$ cat config.mk
export PLATFORM = sky130hd
export DESIGN_NAME = fetch_decode_queue
export DESIGN_NICKNAME = d
export VERILOG_FILES = /design/src/rtl/fetch_decode_queue.sv
export SDC_FILE = /design/constraint.sdc
export NUM_CORES = 1
export LEC_CHECK = 0
export CAP_MARGIN = 20
export CORE_ASPECT_RATIO = 0.9
export CORE_UTILIZATION = 42
export CTS_CLUSTER_SIZE = 8
export DETAILED_ROUTE_END_ITERATION = 8
export PLACE_DENSITY = 0.79
export SYNTH_ARGS = -nofsm -noshare
export SYNTH_HDL_FRONTEND = slang
export SYNTH_SLANG_ARGS = --single-unit
$ cat constraint.sdc
create_clock -name clk -period 4.9 [get_ports clk]
set_input_delay 1.225 -clock clk [delete_from_list [all_inputs] [get_ports clk]]
set_output_delay 1.225 -clock clk [all_outputs]
set_load 0.03 [all_outputs]
$ cat src/rtl/fetch_decode_queue.sv
// fetch_decode_queue
//   Registered instruction queue between fetch and decode. Fetch pushes
//   {instruction, pc} words with a valid/ready handshake. Decode sees the
//   head entry and its MIPS fields split out. A flush drops every entry,
//   which is used on a taken branch or jump.
//
//   Optional feature macro: IFQ_PREDECODE_EN
//     Defined:   each entry also holds a branch target computed at push time.
//     Undefined: there is no target storage or adder, and br_target is 0.
//
// Ports
//   clk, rst             rising-edge clock; asynchronous active-high reset
//   in_valid/in_ready    fetch handshake; in_instr/in_pc carry the word
//   flush                clears the queue at the next edge (beats push and pop)
//   out_valid/out_ready  decode handshake for the head entry
//   out_instr/out_pc     head word, or 0 when the queue is empty
//   opcode..imm16        slices of out_instr
//   count                number of entries held (0..DEPTH)
//   br_target            predecoded target of the head entry (0 if disabled or empty)
module fetch_decode_queue #(
  parameter int DEPTH = 2,
  parameter int PTR_W = 1
) (
  input  logic             clk,
  input  logic             rst,
  input  logic             in_valid,
  output logic             in_ready,
  input  logic [31:0]      in_instr,
  input  logic [31:0]      in_pc,
  input  logic             flush,
  output logic             out_valid,
  input  logic             out_ready,
  output logic [31:0]      out_instr,
  output logic [31:0]      out_pc,
  output logic [5:0]       opcode,
  output logic [4:0]       rs,
  output logic [4:0]       rt,
  output logic [4:0]       rd,
  output logic [4:0]       shamt,
  output logic [5:0]       funct,
  output logic [15:0]      imm16,
  output logic [PTR_W:0]   count,
  output logic [31:0]      br_target
);

  localparam logic [PTR_W:0]   FULL_CNT = (PTR_W+1)'(DEPTH);
  localparam logic [PTR_W-1:0] PTR_ONE  = PTR_W'(1);
  localparam logic [PTR_W:0]   CNT_ONE  = (PTR_W+1)'(1);

  logic [DEPTH-1:0][31:0] instr_q, instr_d;
  logic [DEPTH-1:0][29:0] pc_q, pc_d;
  logic [PTR_W-1:0]       wr_ptr_q, wr_ptr_d;
  logic [PTR_W-1:0]       rd_ptr_q, rd_ptr_d;
  logic [PTR_W:0]         count_q, count_d;

  logic push;
  logic pop;

  // The pc low bits are always zero, so only pc[31:2] is stored.
  logic unused_pc_lsbs;
  assign unused_pc_lsbs = ^in_pc[1:0];

  // Ready and valid come only from the registered count. This keeps
  // out_ready off the in_ready path, so a full queue refuses a push even in
  // a cycle where it is popped.
  assign in_ready  = (count_q != FULL_CNT);
  assign out_valid = (count_q != '0);
  assign push      = in_valid & in_ready;
  assign pop       = out_valid & out_ready;

  always_comb begin
    instr_d  = instr_q;
    pc_d     = pc_q;
    wr_ptr_d = wr_ptr_q;
    rd_ptr_d = rd_ptr_q;
    count_d  = count_q;
    if (flush) begin
      wr_ptr_d = '0;
      rd_ptr_d = '0;
      count_d  = '0;
    end else begin
      if (push) begin
        instr_d[wr_ptr_q] = in_instr;
        pc_d[wr_ptr_q]    = in_pc[31:2];
        wr_ptr_d          = wr_ptr_q + PTR_ONE;
      end
      if (pop) begin
        rd_ptr_d = rd_ptr_q + PTR_ONE;
      end
      case ({push, pop})
        2'b10:   count_d = count_q + CNT_ONE;
        2'b01:   count_d = count_q - CNT_ONE;
        default: count_d = count_q;
      endcase
    end
  end

  always_ff @(posedge clk or posedge rst) begin
    if (rst) begin
      instr_q  <= '0;
      pc_q     <= '0;
      wr_ptr_q <= '0;
      rd_ptr_q <= '0;
      count_q  <= '0;
    end else begin
      instr_q  <= instr_d;
      pc_q     <= pc_d;
      wr_ptr_q <= wr_ptr_d;
      rd_ptr_q <= rd_ptr_d;
      count_q  <= count_d;
    end
  end

  // The head outputs are gated by out_valid so that stale storage is never
  // visible. An empty queue shows a NOP at pc 0.
  assign out_instr = out_valid ? instr_q[rd_ptr_q] : 32'h0;
  assign out_pc    = out_valid ? {pc_q[rd_ptr_q], 2'b00} : 32'h0;
  assign count     = count_q;

  assign opcode = out_instr[31:26];
  assign rs     = out_instr[25:21];
  assign rt     = out_instr[20:16];
  assign rd     = out_instr[15:11];
  assign shamt  = out_instr[10:6];
  assign funct  = out_instr[5:0];
  assign imm16  = out_instr[15:0];

`ifdef IFQ_PREDECODE_EN
  // The target is computed in word units: pc[31:2] + sext(imm16) + 1.
  // The +1 accounts for the delay-slot pc + 4. The sum wraps mod 2^30 words.
  logic [DEPTH-1:0][29:0] tgt_q, tgt_d;
  logic [29:0]            tgt_new;

  assign tgt_new = in_pc[31:2] + {{14{in_instr[15]}}, in_instr[15:0]} + 30'd1;

  always_comb begin
    tgt_d = tgt_q;
    if (!flush && push) begin
      tgt_d[wr_ptr_q] = tgt_new;
    end
  end

  always_ff @(posedge clk or posedge rst) begin
    if (rst) begin
      tgt_q <= '0;
    end else begin
      tgt_q <= tgt_d;
    end
  end

  assign br_target = out_valid ? {tgt_q[rd_ptr_q], 2'b00} : 32'h0;
`else
  assign br_target = 32'h0;
`endif

endmodule

==> summary.md <==
| Metric | Value |
|---|---|
| Worst-Skew Late Latency | `420 ps` |
| Crit Path Category | `reg2out` |
| Hold-fix buffers, CTS | `0` |
| Post-synth top flop | `dfrtp_1` |
| Htree depth | `4` |
| Post-route ant nets | `0` |
| Layout cells sized above 1 | `0.244` |
| Switching portion of total power | `0.297` |
| Core footprint | `14800 µm²` |
| Synthesized instance count | `507` |
| Register bit total from synthesis | `128` |
| CTS root buffer | `clkbuf_16` |
| FFs w/ async S/R, synth | `1.00` |
| Post-synthesis sequential area ratio | `0.501` |
| Total of max-cap violations | `0` |
| Number of synthesized flops with an enable pin | `0` |
| Final Hold Viols | `0` |
| Die area | `15700 µm²` |
| CTS buffer count | `17` |
| DRC errors left | `0` |
| Crit path capture type | `primary output` |
| Final setup TNS | `0 ps` |
| CTS tree | `yes` |
| WL/cell | `15.3 µm` |
| Clock Power Share | `0.340` |
| Post-CTS Setup Repair Bufs | `0` |
| Worst VDD drop | `0.353 mV` |
| WP data required | `roughly 3700 ps` |
| Vias per cell | `~4.8` |
| Num ports | `~220` |
| Post-Syn Area per Cell | `12.6 µm²` |
| Die Width | `about 130 µm` |
| Longest Clk Path Bufs | `2` |
| Psw | `1140 µW` |
| Netlist cell types | `25` |
| First-pass GRT wire length | `21.1 mm` |
| GRT Resource Usage Total | `0.172` |
| Final period util | `0.786` |
| Synth Area in Adders | `0` |
| Mux contribution to synthesized area | `0.317` |
| Post-layout min period | `approximately 3800 ps` |
| Combinational Power Share | `0.279` |
| Clock sinks | `128` |
| R2R Setup Slk | `2370 ps` |
| # setup viols final | `0` |
| Startpoint Class | `flip-flop` |
| HPWL after DPL | `around 8.7 mm` |
| Die Y | `119 µm` |
| Final Util | `0.576` |
| Max FO, Critical Path | `33` |
| DR vias | `4060` |
| Compound-Gate Fraction of Synth Area | `0.00705` |
| Final hold slack | `485 ps` |
| GR Overflow Total | `0` |
| PD cells | `450 nW/µm²` |
| Xor-xnor portion of the synthesized cell area | `0.00137` |
| Initial Util | `0.433` |
| Routed Wire Length | `between 10 and 15 mm` |
| RSZ-0062 raised after global routing | `false` |
| Ys Warns | `0` |
| Run status | `finished clean` |
| Number of gates resized after cts | `0` |
| DRT Pass-1 Iters | `4` |
| Fin nets | `708` |
| CP arrival | `2620 ps` |
| Gp weighted congestion | `0.773` |
| Largest family of logic cells by synthesized area | `multiplexers` |
| Max Slew Vio Count | `0` |
| Most frequent cells in the layout | `clkdlybuf4s50_1, dfrtp_1, mux2_2, mux2i_1, nor2_1` |
| Clock transition at path regs | `roughly 50 ps` |
| Final worst clock skew | `6.81 ps` |
| Max Fclk | `260 MHz` |
| Commonest non-fill, non-tap cell in the layout | `clkdlybuf4s50_1` |
| Reg power frac | `0.381` |
| Vias in the first global route | `4163` |
| Initial antenna violation count | `0` |
| # port buffers | `180` |
| HP Class | `reg2reg` |
| Post-synthesis simple-gate area fraction | `0.0485` |
| Iteration-0 DRC Markers | `roughly 140` |
| Post-Syn Area | `6390 µm²` |
| Worst-Margin Slew | `822 ps` |
| Slew HR | `0.452` |
| FP Rows | `42` |
| Lkg Pwr | `0.00348 µW` |
| P_int | `2690 µW` |
| Area Overhead vs Synth | `33.0%` |
| Largest net degree at the start of global routing | `66` |
| N_diodes | `0` |
[cell type report]
type,instances,area [µm²]
fillers,1164,6260
flip-flops and latches,128,3210
multi-input cells,301,2530
repair buffers,187,1880
clock buffers,23,488
well taps,198,248
clock inverters,9,130
inverters,4,17.5
[synth_stat cells (all sizes together), types with 2 or more instances]
cell type / n / area share
mux2i: 63 / 0.099
buf: 100 / 0.12
dfrtp: 128 / 0.50
clkbuf: 7 / 0.0041
nor2: 64 / 0.038
mux2: 124 / 0.22
inv: 4 / 0.0023
o21ai: 2 / 0.0016
a21oi: 4 / 0.0031
[per-stage QoR]
step / instance area, µm² / cells / worst slack [ps] / total power [µW]
floorplan: 6520 / 540 / 262 / 2240
global placement: 7890 / 818 / 1390 / 2510
detailed placement: 7890 / 818 / 1340 / 2550
CTS: 8500 / 850 / 994 / 3870
global route: 8500 / 850 / 939 / 4010
finish: 8500 / 850 / 1050 / 3830
[layer usage]
layer  global-route usage  vias to the layer above  wire, µm
li1                     -                     1868         -
met1                0.197                     2028      5260
met2                0.298                      146      6810
met3               0.0605                       18       761
met4               0.0610                        0       184
met5                    0                        -         0
[worst max-delay path: stages, from the launching register on]
cell             delay, ps
dfrtp_4                810
buf_12                 330
mux2i_1                120
nor2_1                 200
clkdlybuf4s50_1        730
[registers in the layout (all words and copies together) (netlist names)]
name,flops
count,2
instr_q,64
pc_q,60
rd_ptr_q,1
wr_ptr_q,1
[power groups by stage]
stage | logic, µW | registers (µW) | clock network, µW
floorplan | 816 | 1420 | 0
global placement | 1050 | 1450 | 0
detailed placement | 1080 | 1480 | 0
CTS | 1080 | 1460 | 1330
global route | 1140 | 1490 | 1380
finish | 1070 | 1460 | 1300
[cells by family (layout without fill, tap and decap cells)]
group / count (synthesis) / in the layout
simple gates: 71 / 71
flops: 128 / 128
other cells: 1 / 34
compound gates: 8 / 8
mux: 187 / 187
xor+xnor: 1 / 1
buf+inv: 111 / 223
[path summary, 6_finish.rpt]
kind	from	endpoint	depth (start not counted)
setup / recovery	rd_ptr_q	imm16[4]	4
hold / removal	instr_q[21]	instr_q[21]	1
setup reg to reg	count[1]	instr_q[40]	5
hold reg to reg	instr_q[21]	instr_q[21]	1
max in group asynchronous	rst	instr_q[46]	3
min in group asynchronous	rst	instr_q[47]	2
Power figures use the tool's default switching activity.
==> variant (same flow settings) <==
The option `IFQ_PREDECODE_EN` is turned on by a define.
--- a/src/rtl/fetch_decode_queue.sv
+++ b/src/rtl/fetch_decode_queue.sv
@@ -17,6 +17,8 @@
 //   opcode..imm16        slices of out_instr
 //   count                number of entries held (0..DEPTH)
 //   br_target            predecoded target of the head entry (0 if disabled or empty)
+`define IFQ_PREDECODE_EN
+
 module fetch_decode_queue #(
   parameter int DEPTH = 2,
   parameter int PTR_W = 1
Check against the original RTL: not equivalent (a bounded check fails within 4 cycles, from zero or initial values and one cycle with rst high).
==> variant against the original RTL <==
  * Core utilization down 3.5 points
  * Die area rose by 65%
  * Sequential power increased by 52%
  * Critical path depth unchanged
  * Area after synthesis rose by 66%
  * Register-to-register slack better by 0.04 ns
  * Cell area is 56% higher
  * Wire length up 110%
  * Setup slack got worse by 0.12 ns
  * Sequential cell count rose by 60
  * Total power rose by 41%
  * Global-route usage rose by 4.4 points
  * Critical endpoint is now br_target[12]
  * Highest routed layer unchanged
==> variant: results (changes against the original RTL) <==
\begin{tabular}{lr}
\hline
Metric & Value \\
\hline
\multicolumn{2}{l}{\textbf{Placed design}} \\
\quad Weighted congestion reported at the end of routability-driven placement & 0.8332 (was 0.7726) \\
\quad Setup Slack @ Placement & 0.6509 ns (was 1.339 ns) \\
\quad Count of buffers inserted at the top-level ports & 210 (was 180) \\
\quad DPL Wire Length & 18590 um (was 8689 um) \\
\multicolumn{2}{l}{\textbf{Setup path}} \\
\quad Count of cells along the worst register-to-register path & 7 (was 5) \\
\quad Register-to-register setup slack & 2.41 ns (was 2.37 ns) \\
\quad Last element of the critical path & br\_target[12] (was imm16[4]) \\
\multicolumn{2}{l}{\textbf{Global routing}} \\
\quad Wire length of the first global-routing pass & 44470 um (was 21090 um) \\
\multicolumn{2}{l}{\textbf{Yosys}} \\
\quad Proportion of synthesized chip area in sequential cells & 44.41\% (was 50.11\%) \\
\quad Cell types occupying the most area after synthesis & sky130\_fd\_sc\_hd\_\_dfrtp\_1, sky130\_fd\_sc\_hd\_\_nand2\_1, sky130\_fd\_sc\_hd\_\_mux2i\_1 (was sky130\_fd\_sc\_hd\_\_dfrtp\_1, sky130\_fd\_sc\_hd\_\_mux2\_2, sky130\_fd\_sc\_hd\_\_buf\_4) \\
\quad Number of distinct library cell variants in the gate-level netlist after synthesis & 58 (was 25) \\
\quad Leading post-synthesis cells by instance count & sky130\_fd\_sc\_hd\_\_nand2\_1, sky130\_fd\_sc\_hd\_\_dfrtp\_1, sky130\_fd\_sc\_hd\_\_nor2\_1 (was sky130\_fd\_sc\_hd\_\_dfrtp\_1, sky130\_fd\_sc\_hd\_\_mux2\_2, sky130\_fd\_sc\_hd\_\_buf\_4) \\
\multicolumn{2}{l}{\textbf{Status}} \\
\quad Run status & completed (unchanged) \\
\multicolumn{2}{l}{\textbf{Clock tree}} \\
\quad Clock-pin slew on the worst setup and hold paths & 0.07 ns (was 0.05 ns) \\
\multicolumn{2}{l}{\textbf{Timing}} \\
\quad Crit path time final & 3.965 ns (was 3.850 ns) \\
\quad Worst clock skew & 0.007084 ns (was 0.006808 ns) \\
\multicolumn{2}{l}{\textbf{Cells and area}} \\
\quad Fraction of final layout cells sized beyond drive strength 1 & 6.137\% (was 24.39\%) \\
\multicolumn{2}{l}{\textbf{Pwr}} \\
\quad Worst supply voltage drop on vdd & 185.2 uV (was 353.0 uV) \\
\multicolumn{2}{l}{\textbf{Route}} \\
\quad Iteration-0 DRC count of the detailed router & 566 (was 135) \\
\quad Wirelength per Cell & 15.85 um (was 15.32 um) \\
\hline
\end{tabular}
variant: worst max-delay path: stages (launching register included):
cell                              delay (ns)
sky130_fd_sc_hd__dfrtp_4                0.83
sky130_fd_sc_hd__buf_4                  0.42
sky130_fd_sc_hd__mux2i_1                0.12
sky130_fd_sc_hd__nor2_1                 0.18
sky130_fd_sc_hd__clkdlybuf4s50_1        0.71
variant: where the power goes:
part,internal [mW],switching [mW]
Clock,0.786,0.683
Sequential,1.98,0.234
Combinational,0.716,0.993
Total,3.49,1.91
variant: logic make-up after synthesis:
logic type      Yosys count  share of synthesized area (%)
buf+inv                 133                          6.779
compound gates          135                          9.035
other cells               1                        0.03540
flops                   188                          44.41
fa+ha+maj                30                          3.614
xor+xnor                 27                          2.232
mux                     107                          10.28
simple gates            629                          23.62
variant: how the worst min path moves through the flow:
stage               slack (ns)                    start  cells past startpoint                       to
global placement          0.46     pc_q[15]$_DFFE_PP0P_                      2     pc_q[15]$_DFFE_PP0P_
detailed placement        0.46  instr_q[22]$_DFFE_PP0P_                      2  instr_q[22]$_DFFE_PP0P_
global route              0.49  instr_q[58]$_DFFE_PP0P_                      2  instr_q[58]$_DFFE_PP0P_
floorplan                 0.44  instr_q[10]$_DFFE_PP0P_                      2  instr_q[10]$_DFFE_PP0P_
finish                    0.47  instr_q[22]$_DFFE_PP0P_                      2  instr_q[22]$_DFFE_PP0P_
CTS                       0.48  instr_q[22]$_DFFE_PP0P_                      2  instr_q[22]$_DFFE_PP0P_
variant: cell type report:
type | count | area [um2]
Timing Repair Buffer | 223 | 2262
Sequential cell | 188 | 4708
Clock buffer | 17 | 425.4
Tap cell | 336 | 420.4
Fill cell | 2215 | 11260
Inverter | 10 | 41.29
Clock inverter | 15 | 198.9
Multi-Input combinational cell | 932 | 5211
variant: layer usage:
metal / global-route usage, % / share of wire, % / vias up
met5: 0 / 0 / -
met4: 5.577 / 1.2 / 0
met3: 3.351 / 5.2 / 25
met2: 34.14 / 46 / 282
met1: 31.05 / 48 / 4258
li1: - / - / 4275
variant: stage by stage:
stage / hold WS [ns] / std cells / area [um2]
after floorplan: 0.4450 / 1253 / 10610
after global placement: 0.4561 / 1689 / 12640
after detailed placement: 0.4621 / 1689 / 12640
after CTS: 0.4798 / 1721 / 13270
after global routing: 0.4940 / 1721 / 13270
final: 0.4728 / 1721 / 13270
